--- config.mk ---
export PLATFORM = sky130hd
export DESIGN_NAME = light_hash_gen
export DESIGN_NICKNAME = d
export VERILOG_FILES = /design/src/rtl/light_hash_gen.sv
export SDC_FILE = /design/constraint.sdc
export NUM_CORES = 2
export LEC_CHECK = 0
export CAP_MARGIN = 15
export CELL_PAD_IN_SITES_DETAIL_PLACEMENT = 1
export CELL_PAD_IN_SITES_GLOBAL_PLACEMENT = 2
export CORE_MARGIN = 1.5
export CORE_UTILIZATION = 38
export CTS_CLUSTER_DIAMETER = 120
export DETAILED_ROUTE_END_ITERATION = 12
export HOLD_SLACK_MARGIN = 0.15
export PLACE_DENSITY_LB_ADDON = 0.1
export SYNTH_ARGS = -nofsm -noshare
export SYNTH_HDL_FRONTEND = slang
export SYNTH_SLANG_ARGS = --single-unit
--- constraint.sdc ---
create_clock -name clk -period 4.7 [get_ports clk]
set_clock_uncertainty 0.2 [all_clocks]
set_input_delay 0.705 -clock clk [delete_from_list [all_inputs] [get_ports clk]]
set_output_delay 0.705 -clock clk [all_outputs]
set_load 0.02 [all_outputs]
--- src/rtl/light_hash_gen.sv ---
// Byte-serial lightweight hash: AES S-box mixing over an N-byte lane state, ROUNDS rounds per byte.
// Optional macro LIGHT_HASH_LEN_PAD_EN adds one length-padding byte compression at TAIL.
module light_hash_gen #(
    parameter int DIGEST_BYTES = 8,
    parameter int ROUNDS       = 16,
    parameter int LEN_W        = 32
) (
    input  logic                      clk,
    input  logic                      rst_n,
    input  logic                      in_valid,
    input  logic [1:0]                in_cmd,
    input  logic [7:0]                in_byte,
    output logic                      in_ready,
    output logic [8*DIGEST_BYTES-1:0] digest,
    output logic                      digest_ready,
    output logic [LEN_W-1:0]          msg_len,
    output logic                      cmd_err
);

    localparam int N = DIGEST_BYTES;
    localparam logic [1:0] CMD_HEAD = 2'b00;
    localparam logic [1:0] CMD_TAIL = 2'b01;
    localparam logic [1:0] CMD_MSG  = 2'b10;
    localparam logic [7:0] LAST_ROUND = 8'(ROUNDS - 1);

    localparam logic [7:0] SBOX [0:255] = '{
        8'h63, 8'h7c, 8'h77, 8'h7b, 8'hf2, 8'h6b, 8'h6f, 8'hc5, 8'h30, 8'h01, 8'h67, 8'h2b, 8'hfe, 8'hd7, 8'hab, 8'h76,
        8'hca, 8'h82, 8'hc9, 8'h7d, 8'hfa, 8'h59, 8'h47, 8'hf0, 8'had, 8'hd4, 8'ha2, 8'haf, 8'h9c, 8'ha4, 8'h72, 8'hc0,
        8'hb7, 8'hfd, 8'h93, 8'h26, 8'h36, 8'h3f, 8'hf7, 8'hcc, 8'h34, 8'ha5, 8'he5, 8'hf1, 8'h71, 8'hd8, 8'h31, 8'h15,
        8'h04, 8'hc7, 8'h23, 8'hc3, 8'h18, 8'h96, 8'h05, 8'h9a, 8'h07, 8'h12, 8'h80, 8'he2, 8'heb, 8'h27, 8'hb2, 8'h75,
        8'h09, 8'h83, 8'h2c, 8'h1a, 8'h1b, 8'h6e, 8'h5a, 8'ha0, 8'h52, 8'h3b, 8'hd6, 8'hb3, 8'h29, 8'he3, 8'h2f, 8'h84,
        8'h53, 8'hd1, 8'h00, 8'hed, 8'h20, 8'hfc, 8'hb1, 8'h5b, 8'h6a, 8'hcb, 8'hbe, 8'h39, 8'h4a, 8'h4c, 8'h58, 8'hcf,
        8'hd0, 8'hef, 8'haa, 8'hfb, 8'h43, 8'h4d, 8'h33, 8'h85, 8'h45, 8'hf9, 8'h02, 8'h7f, 8'h50, 8'h3c, 8'h9f, 8'ha8,
        8'h51, 8'ha3, 8'h40, 8'h8f, 8'h92, 8'h9d, 8'h38, 8'hf5, 8'hbc, 8'hb6, 8'hda, 8'h21, 8'h10, 8'hff, 8'hf3, 8'hd2,
        8'hcd, 8'h0c, 8'h13, 8'hec, 8'h5f, 8'h97, 8'h44, 8'h17, 8'hc4, 8'ha7, 8'h7e, 8'h3d, 8'h64, 8'h5d, 8'h19, 8'h73,
        8'h60, 8'h81, 8'h4f, 8'hdc, 8'h22, 8'h2a, 8'h90, 8'h88, 8'h46, 8'hee, 8'hb8, 8'h14, 8'hde, 8'h5e, 8'h0b, 8'hdb,
        8'he0, 8'h32, 8'h3a, 8'h0a, 8'h49, 8'h06, 8'h24, 8'h5c, 8'hc2, 8'hd3, 8'hac, 8'h62, 8'h91, 8'h95, 8'he4, 8'h79,
        8'he7, 8'hc8, 8'h37, 8'h6d, 8'h8d, 8'hd5, 8'h4e, 8'ha9, 8'h6c, 8'h56, 8'hf4, 8'hea, 8'h65, 8'h7a, 8'hae, 8'h08,
        8'hba, 8'h78, 8'h25, 8'h2e, 8'h1c, 8'ha6, 8'hb4, 8'hc6, 8'he8, 8'hdd, 8'h74, 8'h1f, 8'h4b, 8'hbd, 8'h8b, 8'h8a,
        8'h70, 8'h3e, 8'hb5, 8'h66, 8'h48, 8'h03, 8'hf6, 8'h0e, 8'h61, 8'h35, 8'h57, 8'hb9, 8'h86, 8'hc1, 8'h1d, 8'h9e,
        8'he1, 8'hf8, 8'h98, 8'h11, 8'h69, 8'hd9, 8'h8e, 8'h94, 8'h9b, 8'h1e, 8'h87, 8'he9, 8'hce, 8'h55, 8'h28, 8'hdf,
        8'h8c, 8'ha1, 8'h89, 8'h0d, 8'hbf, 8'he6, 8'h42, 8'h68, 8'h41, 8'h99, 8'h2d, 8'h0f, 8'hb0, 8'h54, 8'hbb, 8'h16
    };

    typedef enum logic [1:0] {
        ST_IDLE  = 2'd0,
        ST_OPEN  = 2'd1,
        ST_ROUND = 2'd2
    } state_t;

    state_t         state;
    logic [8*N-1:0] h_q;
    logic [8*N-1:0] h_next;
    logic [8*N-1:0] iv;
    logic [7:0]     m_byte;
    logic [7:0]     rnd;
`ifdef LIGHT_HASH_LEN_PAD_EN
    logic           pad_q;
`endif

    // Handshake: a transfer happens on a rising edge where in_valid && in_ready;
    // in_ready is decoded from the state register only, never from in_valid.
    assign in_ready = (state != ST_ROUND);

    always_comb begin
        iv = '0;
        for (int i = 0; i < N; i++) begin
            iv[8*i +: 8] = SBOX[i[7:0]];
        end
    end

    // One round: every lane mixes its right-hand neighbour through the S-box.
    always_comb begin
        h_next = '0;
        for (int i = 0; i < N; i++) begin
            h_next[8*i +: 8] = SBOX[h_q[8*((i + 1) % N) +: 8] ^ m_byte ^ rnd]
                             ^ {h_q[8*i +: 7], h_q[8*i + 7]};
        end
    end

    always_ff @(posedge clk or negedge rst_n) begin
        if (!rst_n) begin
            state        <= ST_IDLE;
            h_q          <= '0;
            m_byte       <= '0;
            rnd          <= '0;
            digest       <= '0;
            digest_ready <= 1'b0;
            msg_len      <= '0;
            cmd_err      <= 1'b0;
`ifdef LIGHT_HASH_LEN_PAD_EN
            pad_q        <= 1'b0;
`endif
        end else begin
            cmd_err <= 1'b0;
            case (state)
                ST_IDLE, ST_OPEN: begin
                    if (in_valid) begin
                        case (in_cmd)
                            CMD_HEAD: begin
                                h_q          <= iv;
                                msg_len      <= '0;
                                digest_ready <= 1'b0;
                                state        <= ST_OPEN;
                            end
                            CMD_MSG: begin
                                if (state == ST_OPEN) begin
                                    m_byte  <= in_byte;
                                    rnd     <= '0;
                                    msg_len <= msg_len + LEN_W'(1);
                                    state   <= ST_ROUND;
                                end else begin
                                    cmd_err <= 1'b1;
                                end
                            end
                            CMD_TAIL: begin
                                if (state == ST_OPEN) begin
`ifdef LIGHT_HASH_LEN_PAD_EN
                                    // Length byte (mod 256) is absorbed as a final padding byte.
                                    m_byte <= msg_len[7:0];
                                    rnd    <= '0;
                                    pad_q  <= 1'b1;
                                    state  <= ST_ROUND;
`else
                                    digest       <= h_q;
                                    digest_ready <= 1'b1;
                                    state        <= ST_IDLE;
`endif
                                end else begin
                                    cmd_err <= 1'b1;
                                end
                            end
                            default: cmd_err <= 1'b1;
                        endcase
                    end
                end
                ST_ROUND: begin
                    h_q <= h_next;
                    rnd <= rnd + 8'd1;
                    if (rnd == LAST_ROUND) begin
                        state <= ST_OPEN;
`ifdef LIGHT_HASH_LEN_PAD_EN
                        if (pad_q) begin
                            digest       <= h_next;
                            digest_ready <= 1'b1;
                            pad_q        <= 1'b0;
                            state        <= ST_IDLE;
                        end
`endif
                    end
                end
                default: state <= ST_IDLE;
            endcase
        end
    end

endmodule

=== Word-level counts from Yosys, hierarchy flattened ===
Memory sizes are Yosys's and may differ from the RTL's.
Cells that the tools add are included.

* $lt $le $gt $ge: 8
* Bitwise logic cells: 32
* Muxes and demuxes: 37
* Eq/ne operators: 16
* Reductions and logical operators: 14
* Add/subtract/negate cells: 2

{| class="wikitable"
|+ Operator list
! cell !! count
|-
| XOR 8 bit || 24
|-
| 2-to-1 mux 8 bit || 19
|-
| 2-to-1 mux 64 bit || 2
|-
| case mux 64 bit (2 select lines) || 1
|-
| >= comparator 9 bit (second input constant) || 8
|-
| NOT 8 -> 9 bit || 8
|-
| case mux 32 bit (2 select lines) || 1
|-
| adder 32 x 1 -> 32 bit (second input constant) || 1
|-
| 2-to-1 mux 32 bit || 1
|-
| AND reduction 4 bit || 5
|-
| case mux 8 bit (2 select lines) || 1
|-
| inequality test 2 bit (second input constant) || 6
|-
| adder 8 x 1 -> 8 bit (second input constant) || 1
|-
| == test 8 x 4 -> 1 bit (second input constant) || 1
|-
| 2-to-1 mux 2 bit || 4
|-
| inequality test 3 bit (second input constant) || 2
|-
| case mux 2 bit (3 select lines) || 1
|-
| nonzero test 2 bit || 3
|-
| AND reduction 5 bit || 1
|-
| == test 2 x 1 -> 1 bit (second input constant) || 2
|-
| == test 2 bit (second input constant) || 2
|-
| logical NOT 2 bit || 2
|-
| 2-to-1 mux 1 bit || 4
|-
| inequality test 2 x 1 -> 1 bit (second input constant) || 2
|-
| other kinds (5) || 7
|}

* Memories: 8
* Output and inout bits: 99
* Register bits: 180
* ROM bits: 16384

{| class="wikitable"
|+ Memories
! name !! words !! bits a word !! rd ports !! clocked after memory_dff !! wr ports !! line !! RTL
|-
| (no name shown) || 256 || 8 || 1 || 0 || 0 || 76 || <nowiki>h_next[8*i +: 8] = SBOX[h_q[8*((i + 1) % N) +: 8] ^ m_byte ^ rnd]</nowiki>
|-
| (no name shown) || 256 || 8 || 1 || 0 || 0 || 76 ||
|-
| (no name shown) || 256 || 8 || 1 || 0 || 0 || 76 ||
|-
| (no name shown) || 256 || 8 || 1 || 0 || 0 || 76 ||
|-
| (no name shown) || 256 || 8 || 1 || 0 || 0 || 76 ||
|-
| (no name shown) || 256 || 8 || 1 || 0 || 0 || 76 ||
|-
| 2 more memories || -- || -- || -- || -- || -- || -- ||
|}

=== Depth between registers and ports, before layout ===
* Word-level depth: 8
* Mapped depth: 15
* Mapped depth without buffers: 11

=== Least setup slack after synthesis ===
No wires, ideal clock.

* Kind: reg2reg
* From: register rnd[0]
* To: register h_q[58]
* Setup time: 0.094 ns
* Data arrival time: 3.562 ns
* Stages on the path, launching flop included: 14
* Path slack: 0.844 ns
* Path buffers: 4
* Cells stage by stage: dfrtp_1 buf_4 xor3_1 buf_2 buf_1 ha_1 clkbuf_1 nand2_1 a31o_2 mux4_2 mux2i_1 nand3_1 a221o_1 a211oi_1

* Word-level cells in the longest chain between the ends: 7

{| class="wikitable"
|+ Ends and longest elaborated chain
! item !! line !! RTL
|-
| from (decl) || 56 || <nowiki>logic [7:0] rnd;</nowiki>
|-
| from (signal assigned) || 139 || <nowiki>rnd <= rnd + 8'd1;</nowiki>
|-
| XOR 8 bit || 76 ||
|-
| NOT 8 -> 9 bit (implied by the code) || 76 ||
|-
| memory (256 x 8 bit) || -- ||
|-
| 2-to-1 mux 8 bit (implied by the code) (2 in series) || 76 ||
|-
| XOR 8 bit || 77 || <nowiki>^ {h_q[8*i +: 7], h_q[8*i + 7]};</nowiki>
|-
| case mux 64 bit (2 select lines) || 96 || <nowiki>case (state)</nowiki>
|-
| to (signal assigned) || 101 || <nowiki>h_q <= iv;</nowiki>
|-
| to (signal assigned) || 138 || <nowiki>h_q <= h_next;</nowiki>
|-
| to (decl) || 52 || <nowiki>logic [8*N-1:0] h_q;</nowiki>
|}

No other way between the ends. The select of a mux whose other input is x is not followed.
A chain may end at the register's enable or synchronous reset.

=== Worst setup path after layout ===
* From: register m_byte[3]
* To: register h_q[0]

* Word-level cells in the longest chain between the ends: 8

{| class="wikitable"
|+ Ends and longest elaborated chain
! item !! line !! RTL
|-
| from (decl) || 55 || <nowiki>logic [7:0] m_byte;</nowiki>
|-
| from (signal assigned) || 108 || <nowiki>m_byte <= in_byte;</nowiki>
|-
| XOR 8 bit (2 in series) || 76 ||
|-
| NOT 8 -> 9 bit (implied by the code) || 76 ||
|-
| memory (256 x 8 bit) || -- ||
|-
| 2-to-1 mux 8 bit (implied by the code) (2 in series) || 76 ||
|-
| XOR 8 bit || 77 ||
|-
| case mux 64 bit (2 select lines) || 96 ||
|}

No other way between the ends. The select of a mux whose other input is x is not followed.

==> results.md <==
* Wirelength per Cell at 33.1 um
* Final WS setup at 0.00963 ns
* Die Span Y at 310 um
* Outcome: complete, no violations
* Initial antenna violation count at 2
* Worst-margin pin slew at around 1.2 ns
* # port buffers at 111
* Main synth FF type: dfrtp_1
* Final nets at 5180
* Critical Path AT at 4.93 ns
* Die area at 96100 um^2
* Setup crit end kind: flop
* Top-area cell type share of the netlist area at 0.126
* DRT Wirelength at 209000 um
* Post-Syn Instances at slightly above 5000
* Post-synth net total at roughly 5200
* Final slew viol count at 0
* Dpl hpwl at ~150000 um
* Crit-path slowest cell: dfrtp_1
* Setup TNS at 0 ns
* Via count at 47000
* Area growth syn-to-layout at 11.2%
* DRT iter0 DRCs at 7717
* Setup slack after placement at between 0.2 and 0.3 ns
* CTS Buf Count at 17
* Synth warn at 0
* Final hold vios at 0
* Vias in the first global route at 45300
* Synth Register Bits at 180
* HP Class: reg -> reg
* Root Driver: clkbuf_16
* Synth top area cells: dfrtp_1, o21ai_0, nor2_1
* Top-count cell post-synth: nor2_1
* CP max stage delay at 0.98 ns
* Unique masters post-synth at a little over 90
* CP startpoint kind: flop
* Fin crit share at 0.998
* Clock latency on the worst-skew pair at 0.53 ns
* Clock buffer depth at 2
* Max capacitance violation total at 0
* CTS tree: built
* Effective utilization at floorplan at 0.384
* RSZ-0062 raised after global routing: false
* Most common library cells after synthesis: nor2_1, nand2_1, o21ai_0
* # DRC at 0
* H-tree depth at 4
* First-pass GRT wire length at 310000 um
* DR vias/cell at 7.46
* Share of layout cells above drive strength 1 at 0.115
* Antenna Nets Post-Route at 0
* Seq/Total Area, Yosys at 0.126
* Post-synth EDFFs at 0
* Peak Freq at 213 MHz
* Pin count of the biggest net entering global routing at about 110
* Syn avg cell area at ~7 um^2
* WP data required at between 4 and 5 ns
* Grt ovf at 0
* Gr usage total at 0.422
* Diodes inserted at 0
* Die Wd at 310 um
* Setup violations, final at 0
* Min Tclk post-route at 4.69 ns
* Crit-path max FO at 26
* CTS Sinks at 180
* RePlAce Congestion at approximately 1.1
* Core area at between 90000 and 100000 um^2
* Worst-path clk slew at 0.09 ns
* Post-synth top area cell: dfrtp_1
* Worst path cell trace: xor3_2, buf_12, nor2_1, a221oi_1, a211o_1, a21oi_1, a311oi_1, or3_1, a31oi_1
* Drt pass-1 iters at 8
* Postcts setup bufs at 0
* Rows at between 100 and 150
* Max_slew headroom at 0.221
* # fillers at 11800
* Post-synth ARST share at 1.00
* Ports at around 110
* Critical path class: reg -> reg
* Synthesized area at 35800 um^2
[cell type report]
| cell class | count | area [um^2] | share of cell area |
|---|---|---|---|
| Clock inverter | 14 | 161 | 0.00405 |
| Sequential cell | 180 | 4500 | 0.113 |
| Timing Repair Buffer | 506 | 4380 | 0.110 |
| Tap cell | 1254 | 1570 | 0.0394 |
| Inverter | 65 | 245 | 0.00616 |
| Multi-Input combinational cell | 4272 | 28500 | 0.717 |
| Clock buffer | 17 | 425 | 0.0107 |
[path summary, 6_finish.rpt]
check                                            start                endpoint  depth (start not counted)  slack (ns)
worst max-delay path             m_byte[3]$_DFFE_PN0P_      h_q[0]$_DFFE_PN0P_                          9        0.01
worst min-delay path            digest[52]$_DFFE_PN0P_  digest[52]$_DFFE_PN0P_                          2        0.29
worst max register to register   m_byte[3]$_DFFE_PN0P_      h_q[0]$_DFFE_PN0P_                          9        0.01
worst min register to register  digest[52]$_DFFE_PN0P_  digest[52]$_DFFE_PN0P_                          2        0.29
max in group asynchronous                        rst_n     h_q[41]$_DFFE_PN0P_                          3        2.66
min in group asynchronous                        rst_n  digest[63]$_DFFE_PN0P_                          2        0.59
[kinds of logic (layout without fill, tap and decap cells)]
logic type	count (synthesis)	in the layout	synth area share
flip-flops	180	180	0.126
multiplexers	169	169	0.0531
AND/OR/NAND/NOR	1732	1732	0.218
buffers and inverters	652	602	0.0795
XOR/XNOR	213	213	0.0897
adder cells (fa/ha/maj)	125	125	0.0437
AO/OA/AOI/OAI	2033	2033	0.391
[state kept, by name (all words and copies together) (netlist names)]
| register | flops |
|---|---|
| cmd_err | 1 |
| digest | 64 |
| digest_ready | 1 |
| h_q | 64 |
| m_byte | 8 |
| msg_len | 32 |
| rnd | 8 |
| state | 2 |
[routing by layer]
| layer | share of wire | vias to the layer above | track usage | wire, um |
|---|---|---|---|---|
| met5 | 0.00013 | - | 0 | 27 |
| met4 | 0.053 | 4 | 0.184 | 11100 |
| met3 | 0.12 | 773 | 0.103 | 24800 |
| met2 | 0.42 | 3554 | 0.626 | 87900 |
| met1 | 0.41 | 23100 | 0.577 | 85200 |
| li1 | - | 19600 | - | - |
[layout by cell type, fill, tap and decap left out, types with 29 or more instances in the layout]
cell and count:
o211ai_1 106, o31ai_1 44, a311oi_1 64, xor3_1 35
inv_1 50, nor4_1 43, o221ai_1 101, o32ai_1 58
a2111oi_0 29, dfrtp_1 180, o2111ai_1 37, ha_1 125
a21oi_1 378, nand3_1 187, nand2b_1 32, or3_1 48
nor2_1 542, a211o_1 29, a31oi_1 111, xnor2_1 83
and2_1 35, nor3_1 171, a211oi_1 96, o22ai_1 64
mux2_2 67, a22oi_1 31, nand4_1 52, mux2i_1 92
clkdlybuf4s50_1 110, a32oi_1 44, xor2_1 36, and3_1 29
a221oi_1 83, buf_4 370, o21ai_0 450, nand2_1 525
o311ai_0 65
[critical path: cells and delay by family, from the launching register on]
kind	cells	cell delay (ns)
AO/OA/AOI/OAI	5	1.15
AND/OR/NAND/NOR	2	1.12
flip-flops	1	0.98
XOR/XNOR	1	0.86
buffers and inverters	1	0.27
[stage by stage]
step / area (um^2) / std cells / hold slack [ns] / utilization
2_1_floorplan: 35800 / 5104 / 0.209 / -
3_3_place_gp: 39200 / 6274 / 0.268 / 0.420
5_1_grt: 39800 / 6308 / 0.317 / 0.427
4_1_cts: 39800 / 6306 / 0.293 / 0.426
3_5_place_dp: 39200 / 6274 / 0.272 / 0.420
6_report: 39800 / 6308 / 0.288 / 0.427
[repair_timing]
action | 4_1_cts | 5_1_grt
hold endpoints to repair | 105 | 0
hold buffers | 1 | 0
endpoints found under the setup margin | 0 | 1
gates resized for setup | 0 | 1
Power is not shown: default switching activity piles up to over one toggle a cycle in this logic, so the estimate is an artifact.
